==> src/rtl/bin_to_bcd_seq.sv <==
// Sequential shift-and-add-3 binary-to-BCD converter, one input bit per cycle, start/done handshake.
// Optional sticky overflow flag enabled by defining BIN_TO_BCD_OVF_EN; otherwise ovf is tied low.
module bin_to_bcd_seq #(
   parameter int WIDTH  = 8,
   parameter int DIGITS = 3
) (
   input  logic                  clk,
   input  logic                  rst,
   input  logic                  start,
   input  logic [WIDTH-1:0]      bin,
   output logic                  busy,
   output logic                  done,
   output logic [4*DIGITS-1:0]   bcd,
   output logic                  ovf
);
   localparam int BW = 4 * DIGITS;
   localparam int CW = $clog2(WIDTH + 1);

   typedef enum logic {IDLE, CONV} state_t;

   state_t          state_q, state_d;
   logic [CW-1:0]   cnt_q, cnt_d;
   logic [WIDTH-1:0] shift_q, shift_d;
   logic [BW-1:0]   work_q, work_d;
   logic [BW-1:0]   bcd_q, bcd_d;
   logic            done_q, done_d;
   logic [BW-1:0]   adj;
   logic [BW-1:0]   work_nxt;
   logic            carry_out;
   logic            accept;
   logic            finish;

   assign accept = (state_q == IDLE) && start;
   assign finish = (state_q == CONV) && (cnt_q == CW'(1));

   // Digits are adjusted independently; the top bit of the adjusted register falls out on the shift.
   always_comb begin
      adj = work_q;
      for (int k = 0; k < DIGITS; k++) begin
         if (work_q[4*k +: 4] >= 4'd5) begin
            adj[4*k +: 4] = work_q[4*k +: 4] + 4'd3;
         end
      end
      {carry_out, work_nxt} = {adj, shift_q[WIDTH-1]};
   end

   always_comb begin
      state_d = state_q;
      cnt_d   = cnt_q;
      shift_d = shift_q;
      work_d  = work_q;
      bcd_d   = bcd_q;
      done_d  = 1'b0;
      case (state_q)
         IDLE: begin
            if (start) begin
               shift_d = bin;
               work_d  = '0;
               cnt_d   = CW'(WIDTH);
               state_d = CONV;
            end
         end
         CONV: begin
            work_d  = work_nxt;
            shift_d = shift_q << 1;
            cnt_d   = cnt_q - CW'(1);
            if (cnt_q == CW'(1)) begin
               bcd_d   = work_nxt;
               done_d  = 1'b1;
               state_d = IDLE;
            end
         end
         default: state_d = IDLE;
      endcase
   end

   always_ff @(posedge clk) begin
      if (rst) begin
         state_q <= IDLE;
         cnt_q   <= '0;
         shift_q <= '0;
         work_q  <= '0;
         bcd_q   <= '0;
         done_q  <= 1'b0;
      end else begin
         state_q <= state_d;
         cnt_q   <= cnt_d;
         shift_q <= shift_d;
         work_q  <= work_d;
         bcd_q   <= bcd_d;
         done_q  <= done_d;
      end
   end

   assign busy = (state_q == CONV);
   assign done = done_q;
   assign bcd  = bcd_q;

`ifdef BIN_TO_BCD_OVF_EN
   logic sticky_q, sticky_d;
   logic ovf_q, ovf_d;

   always_comb begin
      sticky_d = sticky_q;
      ovf_d    = ovf_q;
      if (accept) begin
         sticky_d = 1'b0;
      end else if (state_q == CONV) begin
         sticky_d = sticky_q | carry_out;
      end
      // Include this iteration's carry so the final shift is not missed.
      if (finish) begin
         ovf_d = sticky_q | carry_out;
      end
   end

   always_ff @(posedge clk) begin
      if (rst) begin
         sticky_q <= 1'b0;
         ovf_q    <= 1'b0;
      end else begin
         sticky_q <= sticky_d;
         ovf_q    <= ovf_d;
      end
   end

   assign ovf = ovf_q;
`else
   logic carry_unused;
   logic accept_unused;
   logic finish_unused;
   assign carry_unused  = carry_out;
   assign accept_unused = accept;
   assign finish_unused = finish;
   assign ovf           = 1'b0;
`endif

endmodule

==> config.mk <==
export PLATFORM = sky130hd
export DESIGN_NAME = bin_to_bcd_seq
export DESIGN_NICKNAME = d
export VERILOG_FILES = /design/src/rtl/bin_to_bcd_seq.sv
export SDC_FILE = /design/constraint.sdc
export NUM_CORES = 1
export LEC_CHECK = 0
export CAP_MARGIN = 15
export CORE_UTILIZATION = 57
export CTS_CLUSTER_SIZE = 25
export DETAILED_ROUTE_END_ITERATION = 10
export PLACE_DENSITY_LB_ADDON = 0.25
export SYNTH_ARGS = -nofsm -noshare
export SYNTH_HDL_FRONTEND = slang
export SYNTH_SLANG_ARGS = --single-unit
==> constraint.sdc <==
create_clock -name clk -period 3.7 [get_ports clk]
set_input_delay 0.74 -clock clk [delete_from_list [all_inputs] [get_ports clk]]
set_output_delay 0.74 -clock clk [all_outputs]
set_load 0.01 [all_outputs]
==> impl_metrics.csv, run 1 <==
group,metric,value,unit
run_status,status,"finished with violations",
run_status,violations,"design-rule violations",
clock_network,insertion_delay,0.35,ns
logic_synthesis,synth_top_area_frac,0.445,
detailed_routing,drt_iter0_drc,41,
logic_synthesis,synthTopCellsByArea,"dfxtp_1, mux2i_1, ha_1, a21oi_1, nor2_1",
logic_synthesis,yosysTopAreaCell,"dfxtp_1",
logic_synthesis,synth_warnings,0,
final_layout,drive_gt1_frac,0.0683,
sta,period_share,0.621,
grt,grt_util_all_layers,0.227,
die,die_w,56.8,um
final_layout,fillers,231,
critical_path,worstPathCellList,"clkdlybuf4s50_1 -> nor2_1 -> a22o_1",
logic_synthesis,avgSynthCellArea,9.39,sq um
critical_path,crit_arrival,2.60,ns
critical_path,required,4.00,ns
run,maxCapViolCount,0,
placement,routabilityCongestion,0.741,
grt,grt_pass1_wl,5520,um
logic_synthesis,ys.flop_type,"dfxtp_1",
sta,worst_pin_slew,0.808,ns
clock_network,cts_num_sinks,38,
final_layout,final_area,0.00198,sq mm
power,power_density,366,mW/mm^2
grt,grt_pass1_vias,1293,
grt,grt_max_degree,30,
sta,fin_setup_tns,0,ns
power,worst_ir_drop_vdd,0.293,mV
critical_path,critPathKind,"in2reg",
die,io-pin-count,26,
final_layout,instances_no_fill,236,
final_layout,antenna_cells,0,
logic_synthesis,yosysMostFrequentCell,"dfxtp_1",
critical_path,path_delay_family,"simple AND/OR/NAND/NOR gates",
clock_network,cts.clk_slew.worst_paths,0.11,ns
sta,skew,0.0110,ns
clock_network,cts.path.max_buffers,2,
critical_path,cpPeakStageDelay,0.81,ns
logic_synthesis,syn_inst,182,
logic_synthesis,syn-num-nets,201,
min_path,hold_class,"reg2reg",
die,num_rows,19,
sta,final_hold_viol_count,0,
sta,setup_violations,0,
detailed_routing,num_vias,1348,
detailed_routing,vias_per_cell,5.71,
placement,post-place-cells,228,
sta,fmax,435,MHz
final_layout,fin_nets,223,
logic_synthesis,ys_seq_area_frac,0.445,
clock_network,clockRootBuffer,"clkbuf_4",
sta,maxSlewHeadroom,0.459,
detailed_routing,wl_per_cell,14.0,um
die,fp.coreArea,0.00281,sq mm
critical_path,crit_fanout,22,
critical_path,slowest_stage,"nor2_1",
sta,fin_crit,2.30,ns
clock_network,cts_tree,"done",
logic_synthesis,synth_edf_count,0,
placement,port_buffers,24,
critical_path,critical_path_buf_inv_count,1,
sta,slew_violations,0,
power,p_leak,0.749,nW
logic_synthesis,synth_common_cells,"dfxtp_1, nor2_1, a21oi_1",
final_layout,area_growth,16.0,%
power,power,725,uW
clock_network,postCtsSetupRepairBufs,0,
detailed_routing,drc,4,
placement,place_ws,1.03,ns
clock_network,cts_made_buffers,5,
clock_network,cts.hold.buffers_added,0,
logic_synthesis,synthesis.area,0.00171,sq mm
detailed_routing,antenna_left,0,
placement,placed_area,0.00192,sq mm
die,die_area,0.00322,sq mm
die,start_util,0.609,
detailed_routing,drt_first_pass_iters,7,
die,die_h,56.8,um
logic_synthesis,synth-seq-cells,38,
sta,rsz0062_at_grt,"false",
clock_network,htreeDepth,2,
detailed_routing,drt-total-wl,3310,um
logic_synthesis,synth_cell_types,31,
grt,grt_overflow,0,
sta,layout_setup_ws,1.40,ns
placement,dp_hpwl,2270,um
clock_network,cts_resized,0,
logic_synthesis,async_reset_ff_frac,0,
critical_path,critPathCaptureType,"register",
grt,antenna_found_initial,0,
critical_path,cp-start-kind,"input port",
-- registers in the layout, indices dropped and copies added, names as in the netlist --
register and flops:
bcd 12, work_q 12, shift_q 8, cnt_q 4, busy 1, done 1
-- metrics by stage --
| step | utilization | hold WS (ns) |
|---|---|---|
| 6_report | 0.707 | 0.476 |
| 5_1_grt | 0.707 | 0.493 |
| 4_1_cts | 0.707 | 0.478 |
| 3_5_place_dp | 0.686 | 0.450 |
| 3_3_place_gp | 0.686 | 0.445 |
| 2_1_floorplan | - | 0.444 |
-- cell usage in the layout (no fill, tap or decap) --
cell type	n
xnor2_1	3
nor2_1	22
conb_1	1
nand2_1	1
a21o_1	2
clkdlybuf4s50_1	24
a311oi_1	1
ha_1	8
o21ai_0	10
nor3_1	7
clkbuf_1	1
nor3_2	1
o2bb2ai_1	7
nand3_1	7
o31a_1	1
nand2b_1	6
a22o_1	5
mux2_2	1
inv_2	2
a21oi_1	17
nor2_2	1
nand3b_1	1
o21ba_1	1
inv_1	8
a32o_1	4
dfxtp_1	38
clkbuf_8	1
buf_4	1
a21oi_2	1
clkinv_2	1
mux2i_1	11
clkbuf_4	5
nor3b_1	5
-- worst register-to-register path, delay by kind of cell (launching register included) --
kind,cells,cell delay (ns)
AO/OA/AOI/OAI,1,0.26
flip-flops,1,0.34
buffers and inverters,1,0.07
AND/OR/NAND/NOR,3,0.75
adder cells (fa/ha/maj),1,0.18
-- path summary, 6_finish.rpt --
path / slack, ns / cells past startpoint / end / from
max: 1.40 / 3 / bcd[1] / rst
min: 0.48 / 1 / bcd[7] / bcd[7]
max reg2reg: 2.06 / 6 / bcd[1] / cnt_q[1]
min reg2reg: 0.48 / 1 / bcd[7] / bcd[7]
-- logic make-up after synthesis --
kind of cell    count (synthesis)  synth area share
flops                          38             0.445
buf+inv                        20            0.0644
fa+ha+maj                       8            0.0586
simple gates                   51             0.149
xor+xnor                        3            0.0154
other cells                     1           0.00219
mux                            12            0.0710
compound gates                 49             0.194
-- per-layer routing --
layer  up-vias  GRT usage  wire length (um)
met5         -          0                 0
met4         0      0.101                56
met3         6     0.0714               141
met2        27      0.383              1590
met1       629      0.263              1520
li1        686          -                 -
-- area by class of cell --
class / instances / area [sq um] / share of cell area
clock buffer: 7 / 55.1 / 0.0278
timing repair buffer: 25 / 248 / 0.125
tap: 31 / 38.8 / 0.0196
multi-input combinational: 124 / 838 / 0.423
sequential: 38 / 761 / 0.384
clock inverter: 1 / 5.00 / 0.00252
inverter: 10 / 37.5 / 0.0189
-- power breakdown --
| group | internal [mW] | switching (mW) | total (mW) |
|---|---|---|---|
| combinational | 0.0313 | 0.0415 | 0.0728 |
| clock | 0.0921 | 0.133 | 0.225 |
| sequential | 0.420 | 0.00739 | 0.427 |
(Power assumes the default switching activity.)
==> run 2: changes to the inputs <==
--- a/config.mk
+++ b/config.mk
@@ -6,7 +6,7 @@
 export NUM_CORES = 1
 export LEC_CHECK = 0
 export CAP_MARGIN = 15
-export CORE_UTILIZATION = 57
+export CORE_UTILIZATION = 53
 export CTS_CLUSTER_SIZE = 25
 export DETAILED_ROUTE_END_ITERATION = 10
 export PLACE_DENSITY_LB_ADDON = 0.25
==> constraint.sdc (replaced) <==
create_clock -name clk -period 2.34 [get_ports clk]
set_input_delay 0.468 -clock clk [delete_from_list [all_inputs] [get_ports clk]]
set_output_delay 0.468 -clock clk [all_outputs]
set_load 0.01 [all_outputs]
==> impl_metrics.csv, run 2 (synthesized netlist as in run 1, its figures left out) <==
group,metric,value,unit
clock_network,htreeDepth,2,
critical_path,slowest_stage,"clkdlybuf4s50_1",
sta,fmax,522,MHz
final_layout,fin_nets,226,
sta,maxSlewHeadroom,0.450,
final_layout,final_common_cell,"dfxtp_1",
detailed_routing,drt-total-wl,3260,um
final_layout,drive_gt1_frac,0.0817,
placement,place_ws,0.320,ns
grt,antenna_found_initial,0,
critical_path,path_delay_family,"buffers and inverters",
die,start_util,0.560,
critical_path,crit_path_end,"busy",
clock_network,cts_num_sinks,38,
detailed_routing,drc,0,
sta,skew,0.00573,ns
die,fp.coreArea,0.00305,sq mm
power,p_leak,0.763,nW
grt,grtUsageMet2,0.372,
critical_path,rr_startpoint,"cnt_q[1]",
sta,setup_violations,0,
clock_network,insertion_delay,0.35,ns
critical_path,critPathCaptureType,"output pin",
detailed_routing,num_vias,1374,
sta,slew_violations,0,
sta,layout_setup_ws,0.424,ns
grt,grt_util_all_layers,0.221,
clock_network,cts_resized,0,
min_path,hold_class,"reg2reg",
final_layout,area_growth,18.3,%
die,die_h,58.8,um
detailed_routing,drt_first_pass_iters,4,
placement,routabilityCongestion,0.770,
power,worst_ir_drop_vdd,0.352,mV
grt,grt_overflow,0,
final_layout,fin_util,0.662,
grt,grt-busiest-layer,"met2",
critical_path,critical_path_buf_inv_count,1,
critical_path,worst-path-stages,1,
sta,period_share,0.819,
die,io-pin-count,26,
detailed_routing,wl_per_cell,12.9,um
grt,grt_pass1_vias,1295,
critical_path,crit_start,"busy",
critical_path,required,1.87,ns
grt,grt_pass1_wl,5640,um
die,die_w,58.8,um
power,power,1.15,mW
clock_network,cts_tree,"done",
sta,final_hold_viol_count,0,
detailed_routing,vias_per_cell,5.45,
critical_path,crit_arrival,1.45,ns
final_layout,antenna_cells,0,
clock_network,cts_made_buffers,5,
clock_network,postCtsSetupRepairBufs,0,
run_status,status,"finished clean",
sta,rsz0062_at_grt,"false",
detailed_routing,antenna_left,0,
placement,dp_hpwl,2340,um
clock_network,cts.path.max_buffers,2,
sta,fin_setup_tns,0,ns
placement,port_buffers,24,
clock_network,cts.hold.buffers_added,0,
grt,grtUsageMet3,0.0813,
power,power_density,570,mW/mm^2
grt,grt_use_met1,0.247,
run,maxCapViolCount,0,
min_path,min_path_cells,1,
grt,grt_max_degree,24,
detailed_routing,drt_iter0_drc,28,
critical_path,r2r_slack,0.68,ns
critical_path,reg2reg_depth,6,
critical_path,crit_fanout,8,
final_layout,final_cell_mix,"dfxtp_1, clkdlybuf4s50_1, nor2_1",
die,die_area,0.00346,sq mm
critical_path,worstPathCellList,"clkdlybuf4s50_1",
critical_path,critPathKind,"reg2out",
sta,fin_crit,1.92,ns
clock_network,cts.clk_slew.worst_paths,0.11,ns
critical_path,cp-start-kind,"register",
die,num_rows,20,
critical_path,r2r-end,"bcd[1]",
sta,worst_pin_slew,0.821,ns
clock_network,clockRootBuffer,"clkbuf_4",
critical_path,cpPeakStageDelay,0.59,ns
[run 2: cell count changes in the layout (fill, tap and decap cells not counted), sizes merged]
cell / change
buf: +3
[run 2: stage by stage]
stage,instances,cell area (sq um),hold slack (ns)
6_report,252,2020,0.476
5_1_grt,252,2020,0.486
4_1_cts,252,2020,0.477
3_5_place_dp,244,1960,0.451
3_3_place_gp,244,1960,0.445
2_1_floorplan,182,1710,0.444
[run 2: report_power, final]
group	internal (mW)	leakage, nW	total, mW	switching [mW]
clock network	0.146	0.0353	0.360	0.214
registers	0.664	0.308	0.677	0.0136
logic	0.0526	0.420	0.114	0.0616
total	0.862	0.763	1.15	0.290
[run 2: worst min path at each step]
stage | start | slack (ns) | endpoint
after CTS | bcd[9] | 0.48 | bcd[9]
final | bcd[8] | 0.48 | bcd[8]
after global placement | bcd[9] | 0.45 | bcd[9]
after global routing | bcd[9] | 0.49 | bcd[9]
after detailed placement | bcd[9] | 0.45 | bcd[9]
after floorplan | work_q[9] | 0.44 | work_q[9]
[run 2: layer usage]
metal	vias up	wire length (um)
met1	635	1410
met4	0	76
met3	7	156
li1	696	-
met5	-	0
met2	36	1610
[run 2: final cells by class]
class                      count  area [sq um]
clock buffer                   7          55.1
clock inverter                 1          5.00
multi-input combinational    124           838
timing repair buffer          28           270
inverter                      10          37.5
fill                         274          1030
sequential                    38           761
tap                           44          55.1
==> run 3: changes to the inputs <==
==> constraint.sdc (replaced) <==
create_clock -name clk -period 1.8 [get_ports clk]
set_input_delay 0.36 -clock clk [delete_from_list [all_inputs] [get_ports clk]]
set_output_delay 0.36 -clock clk [all_outputs]
set_load 0.01 [all_outputs]
==> impl_metrics.csv, run 3 (synthesized netlist as in run 1, its figures left out) <==
group,metric,value,unit
power,p_clk_frac,0.355,
placement,dp_hpwl,2550,um
detailed_routing,antenna_left,0,
sta,fmax,606,MHz
grt,antenna_found_initial,0,
power,pwr-share-seq,0.546,
die,die_h,58.8,um
clock_network,cts.clk_slew.worst_paths,0.12,ns
power,p_sw,384,uW
final_layout,antenna_cells,0,
sta,worst_pin_slew,0.785,ns
final_layout,fin_util,0.678,
die,fp.coreArea,0.00305,sq mm
die,num_rows,20,
detailed_routing,drt-total-wl,3440,um
critical_path,critPathKind,"reg2out",
clock_network,insertion_delay,0.35,ns
die,die_area,0.00346,sq mm
grt,grt_pass1_wl,5510,um
detailed_routing,drc,0,
power,comb_power_share,0.099,
grt,grt_pass1_vias,1296,
final_layout,area_growth,21.1,%
critical_path,path_delay_family,"buffers and inverters",
power,p_sw_frac,0.239,
sta,holdWs,0.473,ns
critical_path,cpPeakStageDelay,0.55,ns
detailed_routing,wl_per_cell,13.4,um
critical_path,required,1.44,ns
sta,final_hold_viol_count,0,
sta,slew_violations,0,
critical_path,critPathCaptureType,"output pin",
critical_path,slowest_stage,"clkdlybuf4s50_1",
final_layout,drive_gt1_frac,0.104,
sta,period_share,0.916,
run_status,status,"finished clean",
placement,port_buffers,24,
critical_path,cp-start-kind,"register",
final_layout,fillers,257,
detailed_routing,vias_per_cell,5.46,
clock_network,cts_tree,"done",
power,power_density,777,mW/mm^2
power,p_int,1.22,mW
clock_network,cts_num_sinks,38,
die,die_w,58.8,um
critical_path,crit_fanout,4,
grt,grt_overflow,0,
sta,maxSlewHeadroom,0.475,
sta,layout_setup_ws,0.151,ns
placement,routabilityCongestion,0.751,
die,io-pin-count,26,
placement,place_ws,0.0355,ns
clock_network,clockRootBuffer,"clkbuf_4",
power,p_leak,0.792,nW
clock_network,cts.path.max_buffers,2,
sta,rsz0062_at_grt,"false",
critical_path,critical_path_buf_inv_count,1,
detailed_routing,drt_first_pass_iters,4,
critical_path,worstPathCellList,"clkdlybuf4s50_1",
power,worst_ir_drop_vdd,0.525,mV
final_layout,final_cell_mix,"dfxtp_1, clkdlybuf4s50_1, nor2_1",
detailed_routing,num_vias,1398,
min_path,hold_class,"reg2reg",
power,power,1.61,mW
detailed_routing,drt_iter0_drc,37,
clock_network,cts_resized,0,
sta,fin_setup_tns,0,ns
die,start_util,0.560,
clock_network,cts.hold.buffers_added,0,
sta,fin_crit,1.65,ns
critical_path,crit_arrival,1.29,ns
grt,grt_max_degree,24,
clock_network,postCtsSetupRepairBufs,0,
grt,grt_util_all_layers,0.215,
sta,skew,0.00840,ns
run,maxCapViolCount,0,
final_layout,fin_nets,230,
clock_network,cts_made_buffers,5,
sta,setup_violations,0,
final_layout,final_common_cell,"dfxtp_1",
clock_network,htreeDepth,2,
-- run 3: through the flow --
stage	instance area, sq um	std cells
2_1_floorplan	1710	182
3_3_place_gp	1990	248
3_5_place_dp	1990	248
4_1_cts	2070	256
5_1_grt	2070	256
6_report	2070	256
-- run 3: worst paths after layout --
kind	from	end	slack [ns]	depth (start not counted)
max	busy	busy	0.15	1
min	bcd[4]	bcd[4]	0.47	1
max reg2reg	cnt_q[1]	bcd[5]	0.19	6
min reg2reg	bcd[4]	bcd[4]	0.47	1
-- run 3: worst register-to-register path, delay by kind of cell, from the launching register on --
| kind | cells | cell delay (ns) |
|---|---|---|
| DFF | 1 | 0.34 |
| AOI/OAI and AO/OA | 1 | 0.26 |
| buffers and inverters | 1 | 0.07 |
| and+or+nand+nor | 3 | 0.72 |
| adders and majority gates | 1 | 0.17 |
-- run 3: metal layers --
metal,up-vias,track usage,share of wire
met5,-,0,0
li1,701,-,-
met4,0,0.0952,0.018
met3,8,0.0681,0.032
met1,659,0.228,0.42
met2,30,0.388,0.53
-- run 3: final cells by class --
class | count | area (sq um) | area share
Inverter | 10 | 37.5 | 0.0181
Multi-Input combinational cell | 124 | 838 | 0.405
Clock inverter | 3 | 40.0 | 0.0193
Sequential cell | 38 | 761 | 0.368
Clock buffer | 5 | 37.5 | 0.0181
Tap cell | 44 | 55.1 | 0.0266
Timing Repair Buffer | 32 | 300 | 0.145
-- run 3: power groups by stage --
stage | registers [mW] | logic (mW) | clock network [mW]
CTS | 0.879 | 0.160 | 0.582
global route | 0.881 | 0.177 | 0.624
floorplan | 0.895 | 0.112 | 0
global placement | 0.896 | 0.153 | 0
detailed placement | 0.898 | 0.159 | 0
finish | 0.879 | 0.159 | 0.571
